## src/rtl/piece_move_sched.sv

```systemverilog
// Falling-piece sequencer: latches move requests, runs one collision check at a
// time, commits legal moves, and walks the lock/spawn handshake on landing.
module piece_move_sched #(
    parameter logic [3:0] SPAWN_X     = 4'd6,
    parameter logic [3:0] SPAWN_BLOCK = 4'b0000
) (
    input  logic       Clock,
    input  logic       Resetn,
    input  logic       gravityTick,
    input  logic       leftReq,
    input  logic       rightReq,
    input  logic       rotReq,
    input  logic [3:0] nextBlock,
    input  logic       canMove,
    input  logic       lockAck,
    output logic       enDown,
    output logic       enLeft,
    output logic       enRight,
    output logic       enRot,
    output logic       enFit,
    output logic [3:0] chkBlock,
    output logic [3:0] XPOS,
    output logic [4:0] YPOS,
    output logic [3:0] currentBlock,
    output logic       lockReq,
    output logic       gameOver
);

    typedef enum logic [2:0] {
        S_IDLE, S_WAIT, S_EVAL, S_LOCK, S_SPAWN, S_OVER
    } state_t;

    typedef enum logic [2:0] {
        OP_DOWN, OP_LEFT, OP_RIGHT, OP_ROT, OP_FIT
    } op_t;

    function automatic logic [3:0] rot_blk(input logic [3:0] b);
        logic [3:0] r;
        case (b)
            4'd0:    r = 4'd1;
            4'd1:    r = 4'd0;
            4'd3:    r = 4'd4;
            4'd4:    r = 4'd3;
            4'd5:    r = 4'd6;
            4'd6:    r = 4'd7;
            4'd7:    r = 4'd8;
            4'd8:    r = 4'd5;
            4'd9:    r = 4'd10;
            4'd10:   r = 4'd11;
            4'd11:   r = 4'd12;
            4'd12:   r = 4'd9;
            4'd13:   r = 4'd14;
            4'd14:   r = 4'd13;
            default: r = b;
        endcase
        return r;
    endfunction

    state_t     state_q, state_d;
    op_t        op_q, op_d;
    logic [3:0] pend_q, pend_d;   // {rot, right, left, down}
    logic [3:0] pend_clr;
    logic [3:0] xpos_q, xpos_d;
    logic [4:0] ypos_q, ypos_d;
    logic [3:0] blk_q, blk_d;
    logic [3:0] rot_cur;
    op_t        sel_op;
    logic       any_pend;

    assign rot_cur  = rot_blk(blk_q);
    assign any_pend = |pend_q;

    always_comb begin
        sel_op = OP_ROT;
        if (pend_q[0])      sel_op = OP_DOWN;
        else if (pend_q[1]) sel_op = OP_LEFT;
        else if (pend_q[2]) sel_op = OP_RIGHT;
    end

    always_comb begin
        state_d  = state_q;
        op_d     = op_q;
        xpos_d   = xpos_q;
        ypos_d   = ypos_q;
        blk_d    = blk_q;
        pend_clr = 4'b0000;
        enDown   = 1'b0;
        enLeft   = 1'b0;
        enRight  = 1'b0;
        enRot    = 1'b0;
        enFit    = 1'b0;
        chkBlock = blk_q;

        case (state_q)
            S_IDLE: begin
                if (any_pend) begin
                    op_d    = sel_op;
                    state_d = S_WAIT;
                    case (sel_op)
                        OP_DOWN:  enDown  = 1'b1;
                        OP_LEFT:  enLeft  = 1'b1;
                        OP_RIGHT: enRight = 1'b1;
                        default: begin
                            enRot    = 1'b1;
                            chkBlock = rot_cur;
                        end
                    endcase
                end
            end
            S_WAIT: begin
                if (op_q == OP_ROT) chkBlock = rot_cur;
                state_d = S_EVAL;
            end
            S_EVAL: begin
                if (op_q == OP_ROT) chkBlock = rot_cur;
                state_d = S_IDLE;
                case (op_q)
                    OP_DOWN: begin
                        pend_clr[0] = 1'b1;
                        if (canMove) ypos_d  = ypos_q + 5'd1;
                        else         state_d = S_LOCK;
                    end
                    OP_LEFT: begin
                        pend_clr[1] = 1'b1;
                        if (canMove) xpos_d = xpos_q - 4'd1;
                    end
                    OP_RIGHT: begin
                        pend_clr[2] = 1'b1;
                        if (canMove) xpos_d = xpos_q + 4'd1;
                    end
                    OP_ROT: begin
                        pend_clr[3] = 1'b1;
                        if (canMove) blk_d = rot_cur;
                    end
                    default: begin
                        if (!canMove) state_d = S_OVER;
                    end
                endcase
            end
            S_LOCK: begin
                if (lockAck) state_d = S_SPAWN;
            end
            S_SPAWN: begin
                // Piece state is loaded here so the fit check and the committed
                // block see the same nextBlock value.
                enFit    = 1'b1;
                chkBlock = nextBlock;
                xpos_d   = SPAWN_X;
                ypos_d   = 5'd0;
                blk_d    = nextBlock;
                op_d     = OP_FIT;
                state_d  = S_WAIT;
            end
            default: state_d = S_OVER;
        endcase

        // A pulse landing in the clearing cycle re-arms its flag.
        pend_d = (pend_q & ~pend_clr) | {rotReq, rightReq, leftReq, gravityTick};
    end

    always_ff @(posedge Clock or negedge Resetn) begin
        if (!Resetn) begin
            state_q <= S_IDLE;
            op_q    <= OP_DOWN;
            pend_q  <= 4'b0000;
            xpos_q  <= SPAWN_X;
            ypos_q  <= 5'd0;
            blk_q   <= SPAWN_BLOCK;
        end else begin
            state_q <= state_d;
            op_q    <= op_d;
            pend_q  <= pend_d;
            xpos_q  <= xpos_d;
            ypos_q  <= ypos_d;
            blk_q   <= blk_d;
        end
    end

    assign XPOS         = xpos_q;
    assign YPOS         = ypos_q;
    assign currentBlock = blk_q;
    assign lockReq      = (state_q == S_LOCK);
    assign gameOver     = (state_q == S_OVER);

endmodule

```

## config.mk

```make
export PLATFORM = sky130hd
export DESIGN_NAME = piece_move_sched
export DESIGN_NICKNAME = d
export VERILOG_FILES = /design/src/rtl/piece_move_sched.sv
export SDC_FILE = /design/constraint.sdc
export NUM_CORES = 1
export LEC_CHECK = 0
export BUFFER_PORTS_ARGS = -buffer_cell sky130_fd_sc_hd__buf_4
export CELL_PAD_IN_SITES_DETAIL_PLACEMENT = 2
export CELL_PAD_IN_SITES_GLOBAL_PLACEMENT = 2
export CORE_UTILIZATION = 28
export DETAILED_ROUTE_END_ITERATION = 16
export MAX_ROUTING_LAYER = met4
export PLACE_DENSITY_LB_ADDON = 0.1
export SLEW_MARGIN = 20
export SYNTH_ARGS = -nofsm -noshare
export SYNTH_HDL_FRONTEND = slang
export SYNTH_SLANG_ARGS = --single-unit
```

## constraint.sdc

```tcl
create_clock -name Clock -period 1.7 [get_ports Clock]
set_input_delay 0.34 -clock Clock [delete_from_list [all_inputs] [get_ports Clock]]
set_output_delay 0.34 -clock Clock [all_outputs]
set_load 0.02 [all_outputs]
```

==> results of run 1 <==
## metal layers
layer  vias up  GRT usage [%]  part of all wire, %
met1       837           25.2                   45
met5         -              -                    0
met2        30           35.2                   53
met4         0           4.40                 0.60
li1        750              -                    -
met3         2           2.01                  2.1
## synthesized netlist by cell type (2+ instances only)
cell type                  count  area share, %
sky130_fd_sc_hd__mux2_2        2            1.5
sky130_fd_sc_hd__nor2_1       13            3.3
sky130_fd_sc_hd__a21oi_1      14            4.7
sky130_fd_sc_hd__a21o_1        6            3.0
sky130_fd_sc_hd__xor2_1        3            1.8
sky130_fd_sc_hd__nor2b_1       2           0.85
sky130_fd_sc_hd__o21ai_0       9            3.0
sky130_fd_sc_hd__o21a_1        2            1.0
sky130_fd_sc_hd__nand2_1      16            4.1
sky130_fd_sc_hd__ha_1          3            2.5
sky130_fd_sc_hd__buf_6         3            2.3
sky130_fd_sc_hd__nor3b_1       3            1.5
sky130_fd_sc_hd__or2_2         2           0.85
sky130_fd_sc_hd__dfstp_2       2            3.6
sky130_fd_sc_hd__o211ai_1      2            1.0
sky130_fd_sc_hd__dfrtp_1      21             36
sky130_fd_sc_hd__a22oi_1       2            1.0
sky130_fd_sc_hd__or3_1         2           0.85
sky130_fd_sc_hd__a221o_1       6            4.1
sky130_fd_sc_hd__nand3_1       4            1.4
sky130_fd_sc_hd__and3_1        9            3.8
sky130_fd_sc_hd__nand4_1       3            1.3
sky130_fd_sc_hd__inv_1         7            1.8
sky130_fd_sc_hd__clkbuf_1      7            1.8
## per-stage QoR
step	hold slack (ps)	utilization, %	TNS, ps	setup slack, ps	area, um^2
final	226	46.8	-3700	-469	2390
after global routing	220	46.8	-5580	-554	2390
after CTS	219	42.1	-2790	-427	2150
after detailed placement	271	39.7	-960	-208	2030
after global placement	261	39.7	-555	-141	2030
after floorplan	44.4	-	-310	-104	1500
## timing repair
action | CTS | global route
resized for setup | 11 | 29
hold buffers | 1 | 0
pin swaps | 7 | 21
endpoints found under the setup margin | 17 | 23
cloned | 0 | 1
endpoints found under the hold margin | 21 | 0
setup buffers | 2 | 12
## state kept, by name, indices dropped and copies added (netlist names)
| register | flops |
|---|---|
| currentBlock | 4 |
| pend_q | 4 |
| op_q | 3 |
| state_q | 3 |
| YPOS | 5 |
| XPOS | 4 |
## logic make-up (layout without fill, tap and decap cells)
family,Yosys count,count (layout),share of synthesized area (%)
DFF,23,23,39.1
buffers and inverters,17,92,5.83
xor gates and xnor gates,3,3,1.78
and+or+nand+nor,63,63,24.4
adders and majority gates,4,4,3.89
AOI/OAI and AO/OA,50,50,22.8
muxes,3,3,2.20
## power by group through the flow
stage,Clock (mW),Sequential (mW),Combinational [mW]
floorplan,0,0.561,0.0151
global placement,0,0.561,0.0535
detailed placement,0,0.562,0.0546
CTS,0.397,0.551,0.0587
global route,0.423,0.552,0.0651
finish,0.392,0.552,0.0594
## cell type report
type / instances / area [um^2]
Fill cell: 562 / 2720
Inverter: 7 / 31.3
Multi-Input combinational cell: 123 / 955
Tap cell: 70 / 87.6
Sequential cell: 23 / 579
Clock buffer: 3 / 41.3
Clock inverter: 1 / 5.00
Timing Repair Buffer: 81 / 689
## critical path, stage by stage, from the launching register on
cell	delay [ps]
sky130_fd_sc_hd__dfrtp_1	430
sky130_fd_sc_hd__nor4b_4	340
sky130_fd_sc_hd__o21ai_1	110
sky130_fd_sc_hd__o21a_1	170
sky130_fd_sc_hd__a221o_1	360
sky130_fd_sc_hd__buf_6	140
## layout by cell type (no fill, tap or decap), types with 2 or more instances in the layout
master / count
sky130_fd_sc_hd__inv_1: 6
sky130_fd_sc_hd__a221o_1: 6
sky130_fd_sc_hd__dfstp_2: 2
sky130_fd_sc_hd__dfrtp_1: 20
sky130_fd_sc_hd__buf_8: 2
sky130_fd_sc_hd__nand4_1: 3
sky130_fd_sc_hd__a21oi_1: 11
sky130_fd_sc_hd__nand3_1: 4
sky130_fd_sc_hd__a21oi_2: 3
sky130_fd_sc_hd__o21a_1: 2
sky130_fd_sc_hd__a21o_1: 5
sky130_fd_sc_hd__or3_1: 2
sky130_fd_sc_hd__o21ai_0: 8
sky130_fd_sc_hd__o211ai_1: 2
sky130_fd_sc_hd__nor4b_4: 3
sky130_fd_sc_hd__a22oi_1: 2
sky130_fd_sc_hd__nor2_1: 12
sky130_fd_sc_hd__nor3_4: 2
sky130_fd_sc_hd__nor2b_1: 2
sky130_fd_sc_hd__and3_1: 8
sky130_fd_sc_hd__nor3b_1: 2
sky130_fd_sc_hd__ha_1: 2
sky130_fd_sc_hd__buf_6: 9
sky130_fd_sc_hd__xor2_1: 3
sky130_fd_sc_hd__buf_4: 67
sky130_fd_sc_hd__clkbuf_8: 3
sky130_fd_sc_hd__nand2_1: 15
## worst paths after layout
| check | endpoint | cells past startpoint |
|---|---|---|
| worst min register to register | XPOS[3] | 2 |
| worst max register to register | currentBlock[2] | 6 |
| worst max-delay path | chkBlock[2] | 5 |
| min in group asynchronous | state_q[2] | 2 |
| max in group asynchronous | XPOS[1] | 2 |
| worst min-delay path | pend_q[3] | 2 |
==> impl_metrics.env, run 1 <==
export IMPL_worst_path_max_fanout=4
export IMPL_crit_path_end_kind="primary output"
export IMPL_area_growth_syn_to_layout_pct=61.4
export IMPL_cp_start_kind="flip-flop"
export IMPL_grt_start_max_net_pins=24
export IMPL_clk_pin_slew_ps=100
export IMPL_dr_total_vias=1619
export IMPL_antenna_violating_nets_post_route=0
export IMPL_switchingPower_uw=263
export IMPL_share_clk_of_total_power_pct=39.1
export IMPL_antenna_found_initial=0
export IMPL_yosysSeqAreaShare_pct=39.1
export IMPL_power_switching_fraction_pct=26.2
export IMPL_finalClockSkew_ps=11.2
export IMPL_regToRegStartpoint="state_q[2]"
export IMPL_final_critical_path_setup_slack_ps=-469
export IMPL_yosys_cell_types_count=44
export IMPL_ys_ff_latch=23
export IMPL_timing_reg2reg_setup_slack_ps=-160
export IMPL_starting_density_pct=29.0
export IMPL_cp_data_required_time_ps=1360
export IMPL_share_of_synthesized_registers_carrying_an_async_set_or_reset_pct=100
export IMPL_worst_ir_drop_vdd_v=0.000290
export IMPL_syn_area_cell_um2=9.08
export IMPL_die_width_um=74.7
export IMPL_drcViolationCount=0
export IMPL_fin_total_pwr_mw=1.00
export IMPL_number_of_inserted_diodes=0
export IMPL_clock_latency_of_the_later_clocked_register_in_the_worst_skew_pair_ps=290
export IMPL_status="finished with violations"
export IMPL_via_count_of_the_first_global_routing_pass=1618
export IMPL_ys_warn_count=0
export IMPL_die_y_um=74.7
export IMPL_path_class="reg2out"
export IMPL_timing_max_slew_rel_slack_pct=64.5
export IMPL_min_delay_start="rotReq"
export IMPL_violations_in_the_final_reports="negative setup slack"
export IMPL_power_leakage_nw=1.12
export IMPL_grt_util_overall_pct=20.2
export IMPL_htreeDepth=1
export IMPL_netlist_area_um2=1480
export IMPL_synthesis_instances=163
export IMPL_hpwlAfterDp_mm=3.84
export IMPL_powerDensity_nw_per_um2=420
export IMPL_pwr_share_seq_pct=55.0
export IMPL_drive_gt1_share_pct=46.6
export IMPL_port_buffer_count=35
export IMPL_finalSetupViolCount=21
export IMPL_grt_pass1_wl_mm=8.22
export IMPL_synth_edff_count=0
export IMPL_grt_setup_unrepaired="true"
export IMPL_holdCritPathClass="in2reg"
export IMPL_placed_cells=289
export IMPL_synthFlopType="sky130_fd_sc_hd__dfrtp_1"
export IMPL_root_buffer="sky130_fd_sc_hd__clkbuf_8"
export IMPL_timing_critical_path_from="pend_q[2]"
export IMPL_syn_num_nets=179
export IMPL_finalWirelength_mm=5.97
export IMPL_drv_slew=0
export IMPL_cap_violations=0
export IMPL_worstPathArrival_ps=1830
export IMPL_period_share_pct=128
export IMPL_clock_tree_buffer_depth=2
export IMPL_final_period_minus_worst_setup_slack_ps=2170
export IMPL_routabilityCongestion=0.798
export IMPL_final_nets=255
export IMPL_tightest_slew_ps=530
export IMPL_io_pin_count=36
export IMPL_post_layout_nonfiller_instances=308
export IMPL_report_final_hold_viol_count=0
export IMPL_fmax_ghz=0.461
export IMPL_tritoncts="yes"
export IMPL_pwr_share_comb_pct=5.9
export IMPL_drt_pre_antenna_iters=4
export IMPL_detail_route_iter0_violations=109
export IMPL_floorplan_core_area_um2=5110
export IMPL_globalRouteOverflowTotal=0
export IMPL_drt_wirelength_per_cell_um=19.4
export IMPL_design_die_area_um2=5580
export IMPL_cts_sinks=23
export IMPL_internal_pwr_total_uw=741
export IMPL_cts_buffers=3
export IMPL_drt_vias_per_instance=5.26
export IMPL_row_count=26
(Power assumes the default switching activity.)
==> run 2, diff against run 1 <==
- BUFFER_PORTS_ARGS: -buffer_cell sky130_fd_sc_hd__buf_4 -> default
- CORE_UTILIZATION: 28 -> 33
- DONT_BUFFER_PORTS: default -> 1
==> run 2 against run 1 <==
Against the previous run:
- the run still ends with negative setup slack left
- via count shrank 5.0%
- die area shrank 15%
- utilization grew 6.0 points
- non-clock buffer count shrank 22
- sequential power is essentially flat
- flip-flop and latch count is the same
- cell area shrank 8.5%
- register-to-register slack lost 150 ps
- clock power shrank 6.6%
- clock skew is essentially flat
- sequential share of layout area grew 2.4 points
- critical path type unchanged
- largest cell class unchanged
==> impl_metrics.env, run 2 (synthesis gave the netlist of run 1 again) <==
export IMPL_regToRegStartpoint="op_q[2]"
export IMPL_design_die_area_um2=4760
export IMPL_globalRouteOverflowTotal=0
export IMPL_grt_util_overall_pct=26.4
export IMPL_final_critical_path_setup_slack_ps=-448
export IMPL_port_buffer_count=0
export IMPL_crit_path_end_kind="primary output"
export IMPL_die_y_um=69.0
export IMPL_grt_setup_unrepaired="true"
export IMPL_fin_total_pwr_uw=955
export IMPL_grt_start_max_net_pins=24
export IMPL_finalWirelength_mm=6.86
export IMPL_holdCritPathClass="in2reg"
export IMPL_finalSetupViolCount=29
export IMPL_tightest_slew_ps=516
export IMPL_timing_reg2reg_setup_slack_ps=-310
export IMPL_row_count=23
export IMPL_drv_slew=0
export IMPL_finalClockSkew_ps=11.3
export IMPL_drt_vias_per_instance=5.78
export IMPL_via_count_of_the_first_global_routing_pass=1638
export IMPL_power_leakage_nw=0.981
export IMPL_hpwlAfterDp_mm=3.99
export IMPL_starting_density_pct=35.7
export IMPL_htreeDepth=1
export IMPL_drt_wirelength_per_cell_um=25.8
export IMPL_grt_pass1_wl_mm=8.52
export IMPL_detail_route_iter0_violations=72
export IMPL_drcViolationCount=0
export IMPL_drive_gt1_share_pct=45.8
export IMPL_clk_pin_slew_ps=100
export IMPL_worstPathArrival_ps=1810
export IMPL_antenna_found_initial=0
export IMPL_report_final_hold_viol_count=0
export IMPL_violations_in_the_final_reports="negative setup slack"
export IMPL_status="finished with violations"
export IMPL_largest_register_ffs=5
export IMPL_worst_ir_drop_vdd_v=0.000450
export IMPL_area_growth_syn_to_layout_pct=47.7
export IMPL_critical_path_slowest_cell="sky130_fd_sc_hd__a221o_1"
export IMPL_final_nets=233
export IMPL_die_width_um=69.0
export IMPL_number_of_inserted_diodes=0
export IMPL_timing_critical_path_from="pend_q[0]"
export IMPL_worst_path_max_fanout=4
export IMPL_clock_tree_buffer_depth=2
export IMPL_critical_path_cell_sequence="nor4b_4 > o21ai_0 > o21a_2 > a221o_1"
export IMPL_tritoncts="yes"
export IMPL_post_layout_nonfiller_instances=266
export IMPL_timing_max_slew_rel_slack_pct=65.5
export IMPL_routabilityCongestion=0.827
export IMPL_critPathMaxStageDelay_ps=450
export IMPL_final_common_cell="sky130_fd_sc_hd__buf_4"
export IMPL_fmax_ghz=0.466
export IMPL_dr_total_vias=1538
export IMPL_antenna_violating_nets_post_route=0
export IMPL_worst_setup_path_endpoint="chkBlock[2]"
export IMPL_mostFrequentLayoutCells="sky130_fd_sc_hd__buf_4 (52), sky130_fd_sc_hd__dfrtp_1 (18), sky130_fd_sc_hd__nand2_1 (13)"
export IMPL_cp_data_required_time_ps=1360
export IMPL_period_share_pct=126
export IMPL_cts_sinks=23
export IMPL_root_buffer="sky130_fd_sc_hd__clkbuf_8"
export IMPL_final_period_minus_worst_setup_slack_ps=2150
export IMPL_placed_cells=244
export IMPL_powerDensity_nw_per_um2=437
export IMPL_path_class="reg2out"
export IMPL_r2r_end="XPOS[3]"
export IMPL_io_pin_count=36
export IMPL_drt_pre_antenna_iters=4
export IMPL_worst_r2r_path_depth=7
export IMPL_cts_buffers=3
export IMPL_cap_violations=0
export IMPL_clock_latency_of_the_later_clocked_register_in_the_worst_skew_pair_ps=280
export IMPL_floorplan_core_area_um2=4140
export IMPL_cp_start_kind="flip-flop"
[run 2: cell types whose count changed in the layout (fill, tap and decap cells not counted), moves of 2 or more]
cell                      previous run  this run
sky130_fd_sc_hd__a21oi_2             3         1
sky130_fd_sc_hd__a21oi_4             0         2
sky130_fd_sc_hd__and3_1              8         5
sky130_fd_sc_hd__and3_4              1         4
sky130_fd_sc_hd__buf_4              67        52
sky130_fd_sc_hd__buf_6               9         5
sky130_fd_sc_hd__buf_8               2         0
sky130_fd_sc_hd__dfrtp_1            20        18
sky130_fd_sc_hd__dfrtp_2             1         3
sky130_fd_sc_hd__nand2_1            15        13
sky130_fd_sc_hd__nand2_2             0         2
sky130_fd_sc_hd__nor2_1             12        10
sky130_fd_sc_hd__o21ai_0             8         6
sky130_fd_sc_hd__o21ai_1             1         3
[run 2: cell type report]
| type | count | area [um^2] |
|---|---|---|
| clock buffers | 3 | 41.3 |
| clock inverters | 1 | 5.00 |
| fillers | 453 | 1960 |
| inverters | 7 | 28.8 |
| multi-input cells | 123 | 990 |
| flip-flops and latches | 23 | 582 |
| well taps | 50 | 62.6 |
| repair buffers | 59 | 477 |
[run 2: per-layer routing]
metal  global-route usage (%)  part of all wire (%)
met1                     30.4                    43
met2                     45.1                    52
met3                     5.92                   3.0
met4                     8.93                   2.1
met5                        -                     0
[run 2: worst min path at each step]
stage              from        end  cells after the start
6_report       rightReq  pend_q[2]                      1
5_1_grt        rightReq  pend_q[2]                      1
4_1_cts        rightReq  pend_q[2]                      1
3_5_place_dp     Resetn    YPOS[1]                      0
3_3_place_gp     Resetn    YPOS[1]                      0
2_1_floorplan    Resetn    XPOS[0]                      0
[run 2: power by group]
group / switching, mW / total, mW / internal (mW) / leakage (nW)
clock network: 0.201 / 0.366 / 0.165 / 0.0255
registers: 0.00308 / 0.551 / 0.548 / 0.273
logic: 0.0239 / 0.0376 / 0.0137 / 0.682
[run 2: through the flow]
step / hold slack (ps) / TNS [ps] / setup WS [ps] / instance area (um^2) / util [%]
floorplan: 44.4 / -310 / -104 / 1500 / -
detailed placement: 44.9 / -1020 / -129 / 1800 / 43.5
CTS: 151 / -3500 / -391 / 2030 / 49.1
finish: 157 / -5440 / -448 / 2190 / 52.7
global placement: 45.0 / -334 / -77.0 / 1800 / 43.5
global route: 148 / -7430 / -506 / 2190 / 52.7
[run 2: critical path, delay by kind of cell, from the launching register on]
kind	cells	cell delay (ps)
compound gates	3	760
flops	1	440
simple gates	1	320
[run 2: timing repair]
item                                   in CTS  in global routing
setup buffers                               8                  9
resized for setup                          23                 26
setup endpoints to repair                  24                 26
hold buffers                                2                  0
endpoints found under the hold margin      23                  0
pin swaps                                  16                 17
==> run 3, diff against run 2 <==
- CELL_PAD_IN_SITES_DETAIL_PLACEMENT: 2 -> 1
- SLEW_MARGIN: 20 -> default
==> run 3 against run 2 <==
Against the previous run:
- the run still ends with negative setup slack left
- first-iteration DRC count down 14%
- clock-buffer cell count grew 1
- setup slack better by 14 ps
- via count fell by 5.1%
- register-to-register slack better by 160 ps
- clock power fell by 4%
- clock skew fell by 8.2 ps
- largest power group unchanged
==> impl_metrics.env, run 3 (synthesis gave the netlist of run 1 again) <==
export IMPL_area_growth_syn_to_layout_pct=42.9
export IMPL_drv_slew=0
export IMPL_report_final_hold_viol_count=0
export IMPL_routabilityCongestion=0.827
export IMPL_placed_cells=244
export IMPL_place_ws_ps=-139
export IMPL_fin_setup_tns_ps=-2500
export IMPL_finalSetupViolCount=12
export IMPL_cp_start_kind="flip-flop"
export IMPL_final_nets=227
export IMPL_final_critical_path_setup_slack_ps=-434
export IMPL_post_layout_nonfiller_instances=260
export IMPL_grt_setup_unrepaired="true"
export IMPL_die_width_um=69.0
export IMPL_grt_start_max_net_pins=24
export IMPL_worstPathArrival_ps=1790
export IMPL_worst_r2r_path_depth=7
export IMPL_tritoncts="yes"
export IMPL_row_count=23
export IMPL_hpwlAfterDp_mm=3.58
export IMPL_drt_vias_per_instance=5.61
export IMPL_regToRegStartpoint="op_q[2]"
export IMPL_drt_pre_antenna_iters=4
export IMPL_crit_path_end_kind="primary output"
export IMPL_worst_hold_path_endpoint="pend_q[3]"
export IMPL_clk_pin_slew_ps=90
export IMPL_detail_route_iter0_violations=62
export IMPL_antenna_violating_nets_post_route=0
export IMPL_port_buffer_count=0
export IMPL_clock_tree_buffer_depth=2
export IMPL_via_count_of_the_first_global_routing_pass=1506
export IMPL_r2r_end="XPOS[3]"
export IMPL_globalRouteOverflowTotal=0
export IMPL_cts_buffers=3
export IMPL_drt_wirelength_per_cell_um=18.7
export IMPL_worst_path_max_fanout=4
export IMPL_die_y_um=69.0
export IMPL_path_class="reg2out"
export IMPL_whs_path_depth=1
export IMPL_cap_violations=0
export IMPL_power_leakage_nw=0.949
export IMPL_critical_path_slowest_cell="sky130_fd_sc_hd__dfrtp_2"
export IMPL_htreeDepth=1
export IMPL_antenna_found_initial=0
export IMPL_drcViolationCount=0
export IMPL_worst_ir_drop_vdd_v=0.000286
export IMPL_number_of_inserted_diodes=0
export IMPL_violations_in_the_final_reports="negative setup slack"
export IMPL_powerDensity_nw_per_um2=443
export IMPL_grt_pass1_wl_mm=7.53
export IMPL_final_common_cell="sky130_fd_sc_hd__buf_4"
export IMPL_holdCritPathClass="in2reg"
export IMPL_critical_path_cell_sequence="xor2_1 > nand4_1 > o21a_1 > a221o_1"
export IMPL_finalClockSkew_ps=3.05
export IMPL_timing_max_slew_rel_slack_pct=69.1
export IMPL_io_pin_count=36
export IMPL_root_buffer="sky130_fd_sc_hd__clkbuf_8"
export IMPL_status="finished with violations"
export IMPL_drive_gt1_share_pct=42.4
export IMPL_fillers=509
export IMPL_cp_data_required_time_ps=1360
export IMPL_largest_register_ffs=5
export IMPL_starting_density_pct=35.7
export IMPL_finalWirelength_mm=4.85
export IMPL_fmax_ghz=0.469
export IMPL_timing_reg2reg_setup_slack_ps=-150
export IMPL_floorplan_core_area_um2=4140
export IMPL_cts_sinks=23
export IMPL_period_share_pct=126
export IMPL_critPathMaxStageDelay_ps=460
export IMPL_final_period_minus_worst_setup_slack_ps=2130
export IMPL_min_delay_start="rotReq"
export IMPL_grt_util_overall_pct=22.5
export IMPL_clock_latency_of_the_later_clocked_register_in_the_worst_skew_pair_ps=260
export IMPL_dr_total_vias=1459
export IMPL_design_die_area_um2=4760
export IMPL_tightest_slew_ps=462
export IMPL_mostFrequentLayoutCells="sky130_fd_sc_hd__buf_4 (43), sky130_fd_sc_hd__dfrtp_1 (18), sky130_fd_sc_hd__nand2_1 (14)"
[run 3: cell types whose count changed in the layout (fill, tap and decap cells not counted), sizes merged]
| cell | before | now |
|---|---|---|
| buf | 58 | 52 |
| clkbuf | 3 | 4 |
| clkinv | 1 | 0 |
[run 3: worst max path at each step]
| stage | slack (ps) | from | endpoint | cells past startpoint |
|---|---|---|---|---|
| finish | -430 | state_q[0] | chkBlock[2] | 4 |
| global route | -500 | pend_q[2] | chkBlock[0] | 6 |
| CTS | -410 | state_q[1] | chkBlock[1] | 4 |
| detailed placement | -140 | pend_q[1] | chkBlock[2] | 6 |
| global placement | -80 | state_q[0] | chkBlock[1] | 4 |
| floorplan | -100 | state_q[1] | chkBlock[1] | 6 |
[run 3: final cells by class]
cell class                 count  area (um^2)  share of cell area (%)
multi-input combinational    123          955                    45.1
sequential                    23          582                    27.5
timing repair buffer          53          443                    20.9
tap                           50         62.6                    2.96
clock buffer                   4         45.0                    2.13
inverter                       7         28.8                    1.36
[run 3: through the flow]
step	hold WS, ps	utilization (%)	area (um^2)	power, mW
after global routing	157	51.1	2120	0.967
after detailed placement	45.0	43.5	1800	0.578
after CTS	152	47.6	1970	0.951
after global placement	45.0	43.5	1800	0.577
final	158	51.1	2120	0.937
after floorplan	44.4	-	1500	0.576
[run 3: power by group]
part / switching, mW / internal, mW / leakage [nW]
Sequential: 0.00338 / 0.548 / 0.273
Clock: 0.182 / 0.167 / 0.0228
Combinational: 0.0217 / 0.0139 / 0.653
[run 3: per-layer routing]
| metal | share of wire, % | GRT usage (%) | vias to the layer above |
|---|---|---|---|
| met5 | 0 | - | - |
| met4 | 0.95 | 6.12 | 0 |
| li1 | - | - | 693 |
| met3 | 2.8 | 2.63 | 4 |
| met1 | 46 | 28.7 | 741 |
| met2 | 50 | 37.5 | 21 |
[run 3: timing repair]
action                                  in CTS  in global routing
endpoints found under the setup margin      20                 21
endpoints found under the hold margin       23                  0
hold buffers                                 2                  0
gates cloned                                 0                  0
gates resized for setup                     19                 24
setup buffers                                3                  7
pin swaps                                    9                 23
[run 3: critical path, delay by kind of cell (launching register included)]
kind | cells | cell delay, ps
DFF | 1 | 460
and+or+nand+nor | 1 | 180
AOI/OAI and AO/OA | 2 | 700
xor gates and xnor gates | 1 | 190
